<file path="src/rtl/instr_fetch_unit.sv">
// Instruction fetch: PC, single-outstanding imem request tracker and 2-entry buffer toward decode.
// Optional feature macro ILLEGAL_OP_TRAP_EN: traps unsupported opcodes at the buffer head.
module instr_fetch_unit #(
    parameter int                ADDR_W   = 32,
    parameter logic [ADDR_W-1:0] RESET_PC = '0
) (
    input  logic              clk,
    input  logic              rst_n,
    output logic              imem_req,
    output logic [ADDR_W-1:0] imem_addr,
    input  logic              imem_ready,
    input  logic              imem_rvalid,
    input  logic [31:0]       imem_rdata,
    output logic              if_valid,
    input  logic              if_ready,
    output logic [31:0]       if_instr,
    output logic [5:0]        if_opcode,
    output logic [ADDR_W-1:0] if_pc,
`ifdef ILLEGAL_OP_TRAP_EN
    output logic              illegal_op,
`endif
    input  logic              redirect_valid,
    input  logic [ADDR_W-1:0] redirect_pc
);

    typedef enum logic [1:0] {S_FETCH, S_WAIT, S_DROP} state_t;

    state_t                 state_reg, state_next;
    logic [ADDR_W-1:0]      pc_reg, pc_next;
    logic [ADDR_W-1:0]      req_pc_reg, req_pc_next;
    logic                   req_reg, req_next;
    logic [1:0]             vld_reg, vld_next;
    logic [1:0][31:0]       instr_reg, instr_next;
    logic [1:0][ADDR_W-1:0] epc_reg, epc_next;
    logic                   if_valid_reg, if_valid_next;
    logic                   head_bad;
    logic                   accept, push, pop;
    logic                   unused_ok;

    assign accept = imem_req & imem_ready;
    assign push   = (state_reg == S_WAIT) & imem_rvalid & ~redirect_valid;
    assign pop    = if_valid_reg & if_ready & ~redirect_valid;

    always_comb begin
        state_next  = state_reg;
        pc_next     = pc_reg;
        req_pc_next = req_pc_reg;
        case (state_reg)
            S_FETCH: if (accept) begin
                state_next  = S_WAIT;
                pc_next     = pc_reg + ADDR_W'(4);
                req_pc_next = pc_reg;
            end
            // A response landing in the redirect cycle retires the request, so no DROP is needed.
            S_WAIT:  if (imem_rvalid) state_next = S_FETCH;
                     else if (redirect_valid) state_next = S_DROP;
            S_DROP:  if (imem_rvalid) state_next = S_FETCH;
            default: state_next = S_FETCH;
        endcase
        if (redirect_valid)
            pc_next = {redirect_pc[ADDR_W-1:2], 2'b00};
    end

    always_comb begin
        vld_next   = pop ? {1'b0, vld_reg[1]} : vld_reg;
        instr_next = instr_reg;
        epc_next   = epc_reg;
        if (pop) begin
            instr_next[0] = instr_reg[1];
            epc_next[0]   = epc_reg[1];
        end
        if (push) begin
            if (!vld_next[0]) begin
                vld_next[0]   = 1'b1;
                instr_next[0] = imem_rdata;
                epc_next[0]   = req_pc_reg;
            end else begin
                vld_next[1]   = 1'b1;
                instr_next[1] = imem_rdata;
                epc_next[1]   = req_pc_reg;
            end
        end
        if (redirect_valid)
            vld_next = '0;
    end

`ifdef ILLEGAL_OP_TRAP_EN
    localparam int NUM_OPS = 7;
    localparam logic [NUM_OPS*6-1:0] LEGAL_OPS = {6'b000000, 6'b100011, 6'b101011, 6'b000100,
                                                  6'b001000, 6'b100001, 6'b100101};
    logic [NUM_OPS-1:0] op_hit;
    logic               illegal_op_reg;

    for (genvar gi = 0; gi < NUM_OPS; gi++) begin : g_op
        assign op_hit[gi] = (instr_next[0][31:26] == LEGAL_OPS[gi*6 +: 6]);
    end
    assign head_bad = vld_next[0] & ~(|op_hit);

    always_ff @(posedge clk or negedge rst_n) begin
        if (!rst_n) illegal_op_reg <= 1'b0;
        else        illegal_op_reg <= head_bad;
    end
    assign illegal_op = illegal_op_reg;
`else
    assign head_bad = 1'b0;
`endif

    // Count + outstanding < 2 reduces to "slot 1 free" because FETCH never has a request in flight.
    assign if_valid_next = vld_next[0] & ~head_bad;
    assign req_next      = (state_next == S_FETCH) & ~vld_next[1] & ~head_bad;

    always_ff @(posedge clk or negedge rst_n) begin
        if (!rst_n) begin
            state_reg    <= S_FETCH;
            pc_reg       <= RESET_PC;
            req_pc_reg   <= '0;
            req_reg      <= 1'b0;
            vld_reg      <= '0;
            instr_reg    <= '0;
            epc_reg      <= '0;
            if_valid_reg <= 1'b0;
        end else begin
            state_reg    <= state_next;
            pc_reg       <= pc_next;
            req_pc_reg   <= req_pc_next;
            req_reg      <= req_next;
            vld_reg      <= vld_next;
            instr_reg    <= instr_next;
            epc_reg      <= epc_next;
            if_valid_reg <= if_valid_next;
        end
    end

    assign imem_req  = req_reg & ~redirect_valid;
    assign imem_addr = pc_reg;
    assign if_valid  = if_valid_reg;
    assign if_instr  = instr_reg[0];
    assign if_opcode = instr_reg[0][31:26];
    assign if_pc     = epc_reg[0];
    assign unused_ok = ^redirect_pc[1:0];

endmodule

</file>
<file path="config.mk">
export PLATFORM = sky130hd
export DESIGN_NAME = instr_fetch_unit
export DESIGN_NICKNAME = d
export VERILOG_FILES = /design/src/rtl/instr_fetch_unit.sv
export SDC_FILE = /design/constraint.sdc
export NUM_CORES = 1
export LEC_CHECK = 0
export BUFFER_PORTS_ARGS = -buffer_cell sky130_fd_sc_hd__buf_2
export CAP_MARGIN = 40
export CORE_ASPECT_RATIO = 0.75
export CORE_MARGIN = 5
export CORE_UTILIZATION = 55
export CTS_CLUSTER_DIAMETER = 200
export CTS_CLUSTER_SIZE = 8
export DETAILED_ROUTE_END_ITERATION = 10
export GPL_TIMING_DRIVEN = 0
export MAX_ROUTING_LAYER = met4
export PLACE_DENSITY = 0.92
export SLEW_MARGIN = 25
export SYNTH_ARGS = -nofsm -noshare
export SYNTH_HDL_FRONTEND = slang
export SYNTH_SLANG_ARGS = --single-unit
</file>
<file path="constraint.sdc">
create_clock -name clk -period 1.9 [get_ports clk]
set_input_delay 0.19 -clock clk [delete_from_list [all_inputs] [get_ports clk]]
set_output_delay 0.19 -clock clk [all_outputs]
set_load 0.05 [all_outputs]
</file>
# ---- Word level (Yosys, flattened, before mapping)
# Index checks and enable logic that the tools add are counted.
dict set report op_classes {
  add_sub_neg 1
  n_eq_ne 2
  mux 18
  bitwise 9
  n_reduce_logical 7
}
# cell count
set ops {}
lappend ops {{$mux 32} 9}
lappend ops {{$add 32x3->32 const B} 1}
lappend ops {{$mux 2} 7}
lappend ops {{$and 1x1->1} 7}
lappend ops {{$pmux 2 s3} 1}
lappend ops {{$reduce_and 2->1} 3}
lappend ops {{$logic_not 2->1} 2}
lappend ops {{$reduce_bool 2->1} 2}
lappend ops {{$eq 2x1->1 const B} 1}
lappend ops {{$eq 2x2->1 const B} 1}
lappend ops {{$not 1->1} 2}
lappend ops {{$mux 1} 1}
dict set report word_totals {
  ff_bits 198
  inputBits 70
  output_inout_bits 104
  wordCells 47
}

# ---- Depth between registers and ports, before layout
# Gate-level depths: netlist of the first run.
dict set report depth {
  word_depth 8
  depth_mapped 8
}

# ---- Worst setup path before layout of the first run
# No wires, ideal clock.
dict set report synth_timing {
  kind {flip-flop to flip-flop}
  start {register pc_reg[2] (netlist: imem_addr[2])}
  end {register pc_reg[22] (netlist: imem_addr[22])}
  setup_ps 83
  arrival_time_ps 1995
  slack_ps -179
  path_stages_with_launch 7
  path_buffers 0
  path_cell_list {dfrtp_1 -> ha_1 -> nand3_1 -> nor4_4 -> nand4_1 -> xor2_1 -> o21ai_0}
}
dict set report synth_via {
  elab_chain_cells 4
}
# element line
set synth_rtl {}
lappend synth_rtl {{start, declared} 29} ;# logic [ADDR_W-1:0] pc_reg, pc_next;
lappend synth_rtl {{start signal, assigned} 124} ;# pc_reg <= pc_next;
lappend synth_rtl {{$add 32x3->32} 51} ;# pc_next = pc_reg + ADDR_W'(4);
lappend synth_rtl {{$mux 32} 49} ;# S_FETCH: if (accept) begin
lappend synth_rtl {{$mux 32} 48} ;# case (state_reg)
lappend synth_rtl {{$mux 32} 60} ;# if (redirect_valid)
# Every way passes these cells. The select of a mux whose other input is x is not followed.
# A chain may end at the register's enable or synchronous reset.

# ---- Worst setup path after layout of the first run
dict set report layout_timing {
  start {register pc_reg[4] (netlist: imem_addr[4])}
  end {register pc_reg[31] (netlist: imem_addr[31])}
}
# Same word-level chain as after synthesis.

==> summary.txt, run 1 <==
Outcome
  – Status: finished, final reports clean

Timing
  – Slew headroom: about 58%
  – Maximum clock rate: 547 MHz
  – Pins Over Slew Limit: 0
  – Tmin final: roughly 1.8 ns
  – Slew @ Worst Pin: 0.633 ns
  – Setup Viol. Count Final: 0
  – Setup WS post-layout: 0.0715 ns
  – Final worst-path cycle share: 96.2%
  – Fin. Hold Viols: 0
  – Setup Skew: 0.00963 ns
  – Setup tns final: 0 ns

Detailed routing
  – Number of routed nets with antenna violations: 0
  – 1st-iter DRT viols: 531
  – DR pass1 iterations: 5
  – DRC: 0
  – Vias: 6648
  – Avg Vias per Cell: between 5 and 6
  – Total wire length: about 22000 um
  – Routed wire per std cell: 17.9 um

Synth
  – FF+latch count, synth: approximately 190
  – Mapped cell area: approximately 0.009 mm^2
  – Syn_area_per_cell: roughly 12 um^2
  – Cell count after synthesis: approximately 760
  – Synth top area share: 54.5%
  – Synth area leaders: dfrtp_1 (55%), mux2_2 (12%), mux2i_1 (7.2%), buf_4 (6.2%), o21ai_0 (4.9%)
  – Cell variety after synth: 39
  – Synth warn: 0
  – Sequential area share after synthesis: a little over half
  – Dominant cell type by area after synthesis: dfrtp_1

GRT
  – Vias in the first global route: roughly 6800
  – First-pass GRT wire length: 35400 um
  – Pin count of the biggest net entering global routing: 94
  – Total GRT Usage: 24.9%
  – Initial antenna violation count: 0
  – Grt total ovfl: 0

Placed design
  – Dpl hpwl: 14700 um
  – Placed insts: 1136
  – Final Wtd Congestion: 0.841
  – DP Worst Slack: -0.220 ns
  – Number of port buffers: roughly 170

Clocking
  – CTS tree: yes
  – Clk sink count: 191
  – Root Driver: clkbuf_16
  – CTS Buf Count: 17
  – H-tree depth: 4
  – Clk Latency, worst-skew pair: 0.44 ns
  – Clock transition at path regs: 0.07 ns
  – CTS Buffer Depth: 2

Floorplan
  – Die ar.: 0.0186 mm^2
  – Die height: 119 um
  – Core area: 0.0158 mm^2
  – Starting Density: 55.5%
  – I/O Pins: 174
  – Die Wd: 156 um
  – # rows: 40

Min path
  – Min-Delay Path Class: primary input to register

Pwr
  – Cell leakage power: 5.98 nW
  – Pwr dens: around 1300 mW/mm^2
  – Worst vdd ir: 0.000792 V

Setup path
  – Worst path top cell family by delay: simple AND/OR/NAND/NOR gates
  – Crit path max fanout: 9
  – Worst EP arrival: 2.17 ns
  – CP Capture Type: register
  – CP most frequent cell: nand4_1
  – Slowest stage delay, CP: 0.45 ns
  – Crit path launch type: register
  – WS Path Type: register to register
  – Critical Path RT: roughly 2.2 ns
  – CP cell instances: nand4_1 > nor4_4 > buf_12 > nand4_1 > xor2_1 > o21ai_0
  – Critical path buffer and inverter count: 1
  – Critical path's slowest cell: dfrtp_2

Final layout
  – # diodes: 0
  – Post-Layout Cell Count: 1240
  – Layout cell share with drive strength beyond 1: 42.2%
  – Area occupied by multi-input gates: 0.00329 mm^2
  – Register area: 0.00480 mm^2
  – Area delta synth->final: 30.1%
  – # fillers: 1054
  – Nets: 1088

Flow run
  – Maxcap violations: 0
## per-stage QoR
| stage | hold WS [ns] | area, um^2 | utilization [%] | total power [W] |
|---|---|---|---|---|
| 2_1_floorplan | -0.106 | 8790 | - | 0.00963 |
| 3_3_place_gp | 0.400 | 9890 | 62.6 | 0.0107 |
| 3_5_place_dp | 0.00618 | 9960 | 63.0 | 0.0109 |
| 4_1_cts | 0.00576 | 11300 | 71.5 | 0.0147 |
| 5_1_grt | 0.0365 | 11400 | 72.1 | 0.0153 |
| 6_report | 0.0174 | 11400 | 72.1 | 0.0147 |
## kinds of logic after synthesis
kind of cell / Yosys count / share of synthesized area, %
other: 1 / 0.0428
adder cells (fa/ha/maj): 1 / 0.143
AO/OA/AOI/OAI: 99 / 5.81
multiplexers: 155 / 19.0
buffers and inverters: 113 / 8.62
AND/OR/NAND/NOR: 168 / 9.19
XOR/XNOR: 27 / 2.70
flip-flops: 191 / 54.5
## worst paths after layout
check	from	end	slack (ns)	cells after the start
worst max register to register	imem_addr[4]	imem_addr[31]	0.07	6
min in group asynchronous	rst_n	if_instr[18]	0.14	2
worst max-delay path	imem_addr[4]	imem_addr[31]	0.07	6
max in group asynchronous	rst_n	imem_addr[7]	1.05	3
worst min-delay path	redirect_pc[20]	imem_addr[20]	0.02	3
worst min register to register	req_pc_reg[15]	if_pc[15]	0.51	2
## worst register-to-register path, delay by kind of cell (launching register included)
| family | cells | cell delay, ns |
|---|---|---|
| buffers and inverters | 1 | 0.18 |
| AOI/OAI and AO/OA | 1 | 0.18 |
| xor gates and xnor gates | 1 | 0.18 |
| and+or+nand+nor | 3 | 0.75 |
| DFF | 1 | 0.45 |
## power by group
part           internal (W)  total (W)  switching, W
logic               0.00188    0.00535       0.00347
registers           0.00495    0.00564      0.000691
clock network       0.00202    0.00372       0.00170
total               0.00885     0.0147       0.00586
## per-layer routing
layer / track usage (%) / vias to the layer above / share of wire (%)
li1: - / 3063 / -
met1: 32.7 / 3318 / 43
met2: 38.0 / 214 / 48
met3: 5.16 / 53 / 5.8
met4: 10.3 / 0 / 3.6
met5: - / - / 0
## cells in the mapped netlist (all sizes together)
library cell and count:
mux2i 63, o211ai 2, and3 4, nand4 12
xnor2 7, xor2 20, nand2b 2, and2 1
nand2 105, nor2b 2, nand4bb 1, clkdlybuf4s15 1
ha 1, nand3 9, or2 2, clkbuf 15
a221o 1, nor4 6, a21oi 4, buf 95
nor3b 1, mux2 92, inv 2, and3b 2
o21ai 92, nand3b 2, or2b 1, and4 2
conb 1, dfrtp 191, nor2 11, nor3 5
## layout by cell type (no fill, tap or decap), drive strengths merged, types with 2 or more instances in the layout
master / netlist / routed
dfrtp: 191 / 191
mux2i: 63 / 63
nor4: 6 / 6
and3: 4 / 4
mux2: 92 / 92
nand3: 9 / 9
and3b: 2 / 2
nand2b: 2 / 2
conb: 1 / 2
nand4: 12 / 12
buf: 95 / 267
nor2: 11 / 11
or2: 2 / 2
nor2b: 2 / 2
nand2: 105 / 105
nand3b: 2 / 2
and4: 2 / 2
nor3: 5 / 5
bufinv: 0 / 2
o211ai: 2 / 2
inv: 2 / 9
xor2: 20 / 20
clkinv: 0 / 5
dlygate4sd3: 0 / 63
a21oi: 4 / 4
o21ai: 92 / 92
xnor2: 7 / 7
clkbuf: 15 / 39
## area by class of cell
cell class	count	share of cell area, %
Timing Repair Buffer	242	14.2
Sequential cell	191	42.0
Clock buffer	17	3.73
Tap cell	210	2.30
Multi-Input combinational cell	452	28.8
Clock inverter	15	1.72
Inverter	2	0.0658
Buffer	111	7.10
## repair_timing
item / CTS / global route
pin swaps: 4 / 3
resized for setup: 18 / 20
hold buffers: 63 / 0
setup endpoints to repair: 167 / 99
buffers inserted: 5 / 4
endpoints found under the hold margin: 277 / 0
No activity file was read; power rests on OpenSTA's default activity.
==> inputs of run 2 (changes only) <==
--- a/config.mk
+++ b/config.mk
@@ -9,13 +9,14 @@
 export CAP_MARGIN = 40
 export CORE_ASPECT_RATIO = 0.75
 export CORE_MARGIN = 5
-export CORE_UTILIZATION = 55
+export CORE_UTILIZATION = 57
+export CTS_BUF_LIST = sky130_fd_sc_hd__clkbuf_4
 export CTS_CLUSTER_DIAMETER = 200
 export CTS_CLUSTER_SIZE = 8
 export DETAILED_ROUTE_END_ITERATION = 10
 export GPL_TIMING_DRIVEN = 0
 export MAX_ROUTING_LAYER = met4
-export PLACE_DENSITY = 0.92
+export PLACE_DENSITY_LB_ADDON = 0.25
 export SLEW_MARGIN = 25
 export SYNTH_ARGS = -nofsm -noshare
 export SYNTH_HDL_FRONTEND = slang
==> constraint.sdc (replaced) <==
create_clock -name clk -period 1.95 [get_ports clk]
set_input_delay 0.195 -clock clk [delete_from_list [all_inputs] [get_ports clk]]
set_output_delay 0.195 -clock clk [all_outputs]
set_load 0.05 [all_outputs]
==> run 2 against run 1 <==
  * Critical endpoint is now epc_reg[38]
  * Via count decreased by 2.3%
  * Register-to-register slack improved by 0.04 ns
  * Die area decreased by 3.3%
  * Largest cell class unchanged
  * Utilization increased by 1.2 points
  * Highest routed layer unchanged
  * Non-clock buffer count increased by 13
  * Sequential share of layout area increased by 1.0 points
  * Global-route usage decreased by 0.23 points
  * Worst setup slack improved by 0.042 ns
==> summary.txt, run 2 (synthesized netlist as in run 1, its figures left out) <==
Outcome
  – Status: finished, final reports clean (unchanged)

Pwr
  – Cell leakage power: 5.87 nW (was 5.98 nW)
  – Worst vdd ir: 0.000863 V (was 0.000792 V)
  – Total power: 0.0127 W (was 0.0147 W)
  – Pwr dens: 1140 mW/mm^2 (was 1290 mW/mm^2)

Floorplan
  – Die ar.: 0.0180 mm^2 (was 0.0186 mm^2)
  – Die Wd: 153 um (was 156 um)
  – I/O Pins: 174 (unchanged)
  – Starting Density: 57.8% (was 55.5%)
  – # rows: 39 (was 40)
  – Core area: 0.0152 mm^2 (was 0.0158 mm^2)
  – Die height: 117 um (was 119 um)

Detailed routing
  – Avg Vias per Cell: 5.20 (was 5.36)
  – Total wire length: 20900 um (was 22200 um)
  – Vias: 6495 (was 6648)
  – Number of routed nets with antenna violations: 0 (unchanged)
  – DRC: 0 (unchanged)
  – DR pass1 iterations: 5 (unchanged)
  – Routed wire per std cell: 16.8 um (was 17.9 um)
  – 1st-iter DRT viols: 533 (was 531)

Final layout
  – Nets: 1101 (was 1088)
  – # fillers: 1093 (was 1054)
  – Area delta synth->final: 26.9% (was 30.1%)
  – Post-route cell area: 0.0111 mm^2 (was 0.0114 mm^2)
  – Layout cell share with drive strength beyond 1: 42.3% (was 42.2%)
  – Post-Layout Cell Count: 1248 (was 1240)
  – Commonest non-fill, non-tap cell in the layout: buf_2 (was dfrtp_1)
  – # diodes: 0 (unchanged)
  – Most frequent cells in the layout: buf_2 (180), dfrtp_1 (178), nand2_1 (105), buf_4 (94), mux2_2 (92) (was dfrtp_1 (178), buf_2 (176), nand2_1 (105), mux2_2 (92), o21ai_0 (84))

Setup path
  – CP Capture Type: register (unchanged)
  – Crit path launch type: register (unchanged)
  – Crit path max fanout: 10 (was 9)
  – WS Path Type: register to register (unchanged)
  – Critical Path RT: 2.40 ns (was 2.24 ns)
  – Worst EP arrival: 2.29 ns (was 2.17 ns)

GRT
  – Vias in the first global route: 6641 (was 6844)
  – Total GRT Usage: 24.7% (was 24.9%)
  – Initial antenna violation count: 0 (unchanged)
  – First-pass GRT wire length: 35000 um (was 35400 um)
  – Grt total ovfl: 0 (unchanged)
  – Pin count of the biggest net entering global routing: 87 (was 94)

Timing
  – Slew headroom: 60.8% (was 57.8%)
  – Slew @ Worst Pin: 0.588 ns (was 0.633 ns)
  – Setup Viol. Count Final: 0 (unchanged)
  – Pins Over Slew Limit: 0 (unchanged)
  – Setup Skew: 0.0209 ns (was 0.00963 ns)
  – Maximum clock rate: 544 MHz (was 547 MHz)
  – Setup tns final: 0 ns (unchanged)
  – Fin. Hold Viols: 0 (unchanged)
  – Tmin final: 1.84 ns (was 1.83 ns)
  – Final worst-path cycle share: 94.2% (was 96.2%)

Clocking
  – Root Driver: clkbuf_4 (was clkbuf_16)
  – Clk Latency, worst-skew pair: 0.57 ns (was 0.44 ns)
  – CTS Buf Count: 17 (unchanged)
  – CTS Buffer Depth: 2 (unchanged)
  – H-tree depth: 4 (unchanged)
  – CTS tree: yes (unchanged)
  – Clk sink count: 191 (unchanged)
  – Clock transition at path regs: 0.15 ns (was 0.07 ns)

Placed design
  – Dpl hpwl: 14000 um (was 14700 um)
  – DP Area: 0.00995 mm^2 (was 0.00996 mm^2)
  – Placed insts: 1132 (was 1136)
  – Number of port buffers: 168 (unchanged)
  – Final Wtd Congestion: 0.838 (was 0.841)

Min path
  – Min-Delay Path Class: primary input to asynchronous set/reset pin (was primary input to register)

Flow run
  – Maxcap violations: 0 (unchanged)
run 2: cell count changes in the layout (fill, tap and decap cells not counted), sizes merged:
cell         delta
clkinv          +2
buf            +14
inv             -7
dlygate4sd3     +2
clkinvlp        +2
run 2: routing by layer:
metal  track usage (%)  vias up  part of all wire, %
li1                  -     3084                    -
met1              34.5     3210                   45
met2              37.8      179                   48
met3              5.19       22                  5.6
met4              5.06        0                  1.2
met5                 -        -                    0
run 2: critical path, stage by stage (launching register included):
cell and delay, ns:
dfrtp_1 0.43, nand2b_1 0.20, nor3b_2 0.24, o211ai_1 0.16, buf_4 0.19, buf_2 0.21, mux2_2 0.30
run 2: metrics by stage:
| step | util [%] | hold slack, ns | worst slack (ns) |
|---|---|---|---|
| global route | 73.3 | 0.0419 | -0.000776 |
| detailed placement | 65.6 | 0.0743 | -0.270 |
| CTS | 72.3 | 0.0218 | 0.00598 |
| floorplan | - | -0.101 | 0.00228 |
| finish | 73.3 | 0.0562 | 0.113 |
| global placement | 65.1 | 0.396 | -2.77 |
run 2: report_power, final:
part	leakage (nW)	switching, W	internal [W]
combinational	3.26	0.00333	0.00186
sequential	2.47	0.000614	0.00481
clock	0.139	0.00129	0.000788
total	5.87	0.00523	0.00746
run 2: path summary, 6_finish.rpt:
kind                               startpoint            end  slack, ns  cells after the start
worst max-delay path             state_reg[1]    epc_reg[38]       0.11                      6
worst min-delay path                    rst_n    epc_reg[46]       0.06                      2
worst max register to register   state_reg[1]    epc_reg[38]       0.11                      6
worst min register to register  instr_reg[55]  instr_reg[55]       0.52                      1
max in group asynchronous               rst_n    if_instr[2]       0.82                      4
min in group clk                   imem_ready   state_reg[0]       0.09                      5
run 2: repair_timing:
action | CTS | global route
pin swaps | 4 | 4
gates resized for setup | 16 | 21
buffers inserted | 6 | 13
hold buffers | 65 | 0
setup endpoints to repair | 143 | 75
endpoints found under the hold margin | 217 | 0
run 2: final cells by class:
type	count	area [um^2]	area share, %
buffer	111	785	7.05
clock buffer	20	150	1.35
clock inverter	12	120	1.08
inverter	2	7.51	0.0675
multi-input combinational	452	3290	29.6
sequential	191	4800	43.1
tap	205	256	2.30
timing repair buffer	255	1720	15.5
==> inputs of run 3 (changes only) <==
--- a/config.mk
+++ b/config.mk
@@ -9,14 +9,13 @@
 export CAP_MARGIN = 40
 export CORE_ASPECT_RATIO = 0.75
 export CORE_MARGIN = 5
-export CORE_UTILIZATION = 57
+export CORE_UTILIZATION = 25
 export CTS_BUF_LIST = sky130_fd_sc_hd__clkbuf_4
-export CTS_CLUSTER_DIAMETER = 200
 export CTS_CLUSTER_SIZE = 8
 export DETAILED_ROUTE_END_ITERATION = 10
 export GPL_TIMING_DRIVEN = 0
 export MAX_ROUTING_LAYER = met4
-export PLACE_DENSITY_LB_ADDON = 0.25
+export PLACE_DENSITY = 0.54
 export SLEW_MARGIN = 25
 export SYNTH_ARGS = -nofsm -noshare
 export SYNTH_HDL_FRONTEND = slang
==> run 3 against run 2 <==
  * Hold slack improved by 0.18 ns
  * Critical path depth increased by 2
  * Register-to-register slack got worse by 0.09 ns
  * Final area increased by 4.7%
  * Critical path type unchanged
  * Die area increased by 120%
  * Sequential cell count unchanged
  * Clock skew increased by 0.0045 ns
  * Clock power increased by 22%
  * First-iteration DRC count decreased by 36%
  * Global-route usage decreased by 11 points
  * Non-clock buffer count increased by 3
  * Largest power group unchanged
  * Highest routed layer unchanged
==> summary.txt, run 3 (synthesized netlist as in run 1, its figures left out) <==
Outcome
  – Status: finished, final reports clean (unchanged)

GRT
  – First-pass GRT wire length: 38600 um (was 35000 um)
  – Pin count of the biggest net entering global routing: 77 (was 87)
  – Total GRT Usage: 13.3% (was 24.7%)
  – Initial antenna violation count: 0 (unchanged)
  – Vias in the first global route: 6643 (was 6641)
  – Grt total ovfl: 0 (unchanged)

Flow run
  – Maxcap violations: 0 (unchanged)

Final layout
  – Fin util: 33.6% (was 73.3%)
  – Nets: 1104 (was 1101)
  – Most frequent cells in the layout: dfrtp_1 (182), buf_2 (172), nand2_1 (105), mux2_2 (92), buf_4 (91) (was buf_2 (180), dfrtp_1 (178), nand2_1 (105), buf_4 (94), mux2_2 (92))
  – # diodes: 0 (unchanged)
  – Post-Layout Cell Count: 1500 (was 1248)
  – Commonest non-fill, non-tap cell in the layout: dfrtp_1 (was buf_2)
  – Layout cell share with drive strength beyond 1: 42.5% (was 42.3%)
  – Area delta synth->final: 32.9% (was 26.9%)

Setup path
  – WS Path Type: register to register (unchanged)
  – R2R Setup Slk: 0.02 ns (was 0.11 ns)
  – CP cell instances: buf_12 > ha_2 > nand3_4 > nor4_4 > buf_4 > and3_1 > nor3_1 > a221o_1 (was nand2b_1 > nor3b_2 > o211ai_1 > buf_4 > buf_2 > mux2_2)
  – Crit path max fanout: 4 (was 10)
  – Critical Path RT: 2.45 ns (was 2.40 ns)
  – Worst EP arrival: 2.42 ns (was 2.29 ns)
  – Slowest stage delay, CP: 0.42 ns (was 0.43 ns)
  – Critical path's slowest cell: dfrtp_2 (was dfrtp_1)
  – CP Capture Type: register (unchanged)
  – Crit path launch type: register (unchanged)

Timing
  – Final worst-path cycle share: 98.8% (was 94.2%)
  – RSZ-0062 raised after global routing: true
  – Setup Viol. Count Final: 0 (unchanged)
  – Setup Skew: 0.0254 ns (was 0.0209 ns)
  – Fin. Hold Viols: 0 (unchanged)
  – Maximum clock rate: 519 MHz (was 544 MHz)
  – Tmin final: 1.93 ns (was 1.84 ns)
  – Slew headroom: 50.9% (was 60.8%)
  – Slew @ Worst Pin: 0.731 ns (was 0.588 ns)
  – Pins Over Slew Limit: 0 (unchanged)

Clocking
  – Clock transition at path regs: 0.15 ns (about the same)
  – CTS Buf Count: 17 (unchanged)
  – Clk sink count: 191 (unchanged)
  – Root Driver: clkbuf_4 (unchanged)
  – H-tree depth: 4 (unchanged)
  – CTS tree: yes (unchanged)
  – CTS Buffer Depth: 2 (unchanged)
  – Clk Latency, worst-skew pair: 0.60 ns (was 0.57 ns)

Detailed routing
  – DRC: 0 (unchanged)
  – Routed wire per std cell: 16.6 um (was 16.8 um)
  – Vias: 6478 (was 6495)
  – Total wire length: 25000 um (was 20900 um)
  – DR pass1 iterations: 4 (was 5)
  – Avg Vias per Cell: 4.32 (was 5.20)
  – Number of routed nets with antenna violations: 0 (unchanged)
  – 1st-iter DRT viols: 340 (was 533)

Floorplan
  – Starting Density: 25.3% (was 57.8%)
  – Die Wd: 226 um (was 153 um)
  – I/O Pins: 174 (unchanged)
  – # rows: 59 (was 39)
  – Core area: 0.0347 mm^2 (was 0.0152 mm^2)
  – Die ar.: 0.0390 mm^2 (was 0.0180 mm^2)
  – Die height: 172 um (was 117 um)

Pwr
  – Worst vdd ir: 0.000630 V (was 0.000863 V)
  – Cell leakage power: 5.98 nW (was 5.87 nW)
  – Switching part of the total: 40.5% (was 41.2%)
  – P_int: 0.00788 W (was 0.00746 W)
  – Clock Power Share: 19.2% (was 16.4%)
  – Pwr dens: 1140 mW/mm^2 (about the same)
  – Logic pwr share: 39.6% (was 40.8%)
  – P_sw: 0.00536 W (was 0.00523 W)
  – Seq pwr share: 41.2% (was 42.8%)
  – Total power: 0.0132 W (was 0.0127 W)

Placed design
  – Placed insts: 1385 (was 1132)
  – Number of port buffers: 168 (unchanged)
  – Final Wtd Congestion: 0.744 (was 0.838)
  – Dpl hpwl: 17400 um (was 14000 um)

Min path
  – Min-Delay Path Class: primary input to register (was primary input to asynchronous set/reset pin)
-- run 3: changes by cell type in the layout (fill, tap and decap cells not counted), sizes merged --
cell,previous run,this run
buf,281,282
clkinv,7,2
bufinv,2,5
clkinvlp,3,1
dlygate4sd3,65,68
-- run 3: routing by layer --
metal	share of wire, %	GRT usage [%]	vias up
met1	51	19.1	3251
met5	0	-	-
met4	0.87	3.19	0
met2	45	19.5	128
met3	3.6	2.53	15
li1	-	-	3084
-- run 3: final cells by class --
type	count	area, um^2
inverters	2	7.51
clock inverters	8	168
well taps	457	572
multi-input cells	452	3330
repair buffers	258	1800
flip-flops and latches	191	4790
plain buffers	111	831
fillers	3553	23000
clock buffers	21	158
-- run 3: power by group through the flow --
stage / registers (W) / logic [W] / clock network (W)
after global placement: 0.00554 / 0.00502 / 0
final: 0.00545 / 0.00524 / 0.00254
after CTS: 0.00546 / 0.00527 / 0.00269
after global routing: 0.00557 / 0.00560 / 0.00283
after detailed placement: 0.00554 / 0.00510 / 0
after floorplan: 0.00553 / 0.00385 / 0
-- run 3: path summary, 6_finish.rpt --
check	start	depth (start not counted)	end
worst min-delay path	redirect_valid	4	vld_reg[1]
worst max register to register	imem_addr[2]	8	imem_addr[24]
max in group asynchronous	rst_n	4	req_pc_reg[16]
worst min register to register	req_pc_reg[3]	2	if_pc[3]
worst max-delay path	imem_addr[2]	8	imem_addr[24]
min in group asynchronous	rst_n	3	req_pc_reg[23]
-- run 3: worst max-delay path: cells and delay by family, from the launching register on --
family,cells,cell delay (ns)
AND/OR/NAND/NOR,4,0.66
flip-flops,1,0.42
buffers and inverters,2,0.29
AO/OA/AOI/OAI,1,0.25
adder cells (fa/ha/maj),1,0.20
-- run 3: stage by stage --
| stage | cell area, um^2 | setup TNS [ns] | setup slack [ns] | hold slack [ns] |
|---|---|---|---|---|
| 2_1_floorplan | 8780 | 0 | 0.00228 | -0.101 |
| 3_3_place_gp | 10200 | -569.96 | -3.16 | 0.392 |
| 3_5_place_dp | 10300 | -23.68 | -0.485 | 0.139 |
| 4_1_cts | 11500 | -0.151 | -0.0613 | 0.0675 |
| 5_1_grt | 11700 | -0.274 | -0.0691 | 0.193 |
| 6_report | 11700 | 0 | 0.0227 | 0.232 |
-- run 3: repair_timing --
action                                  CTS  global route
gates resized for setup                  33            43
pin swaps                                 6             9
endpoints found under the setup margin  139           136
hold buffers                             68             0
hold endpoints to repair                290             0
setup buffers                            12             6
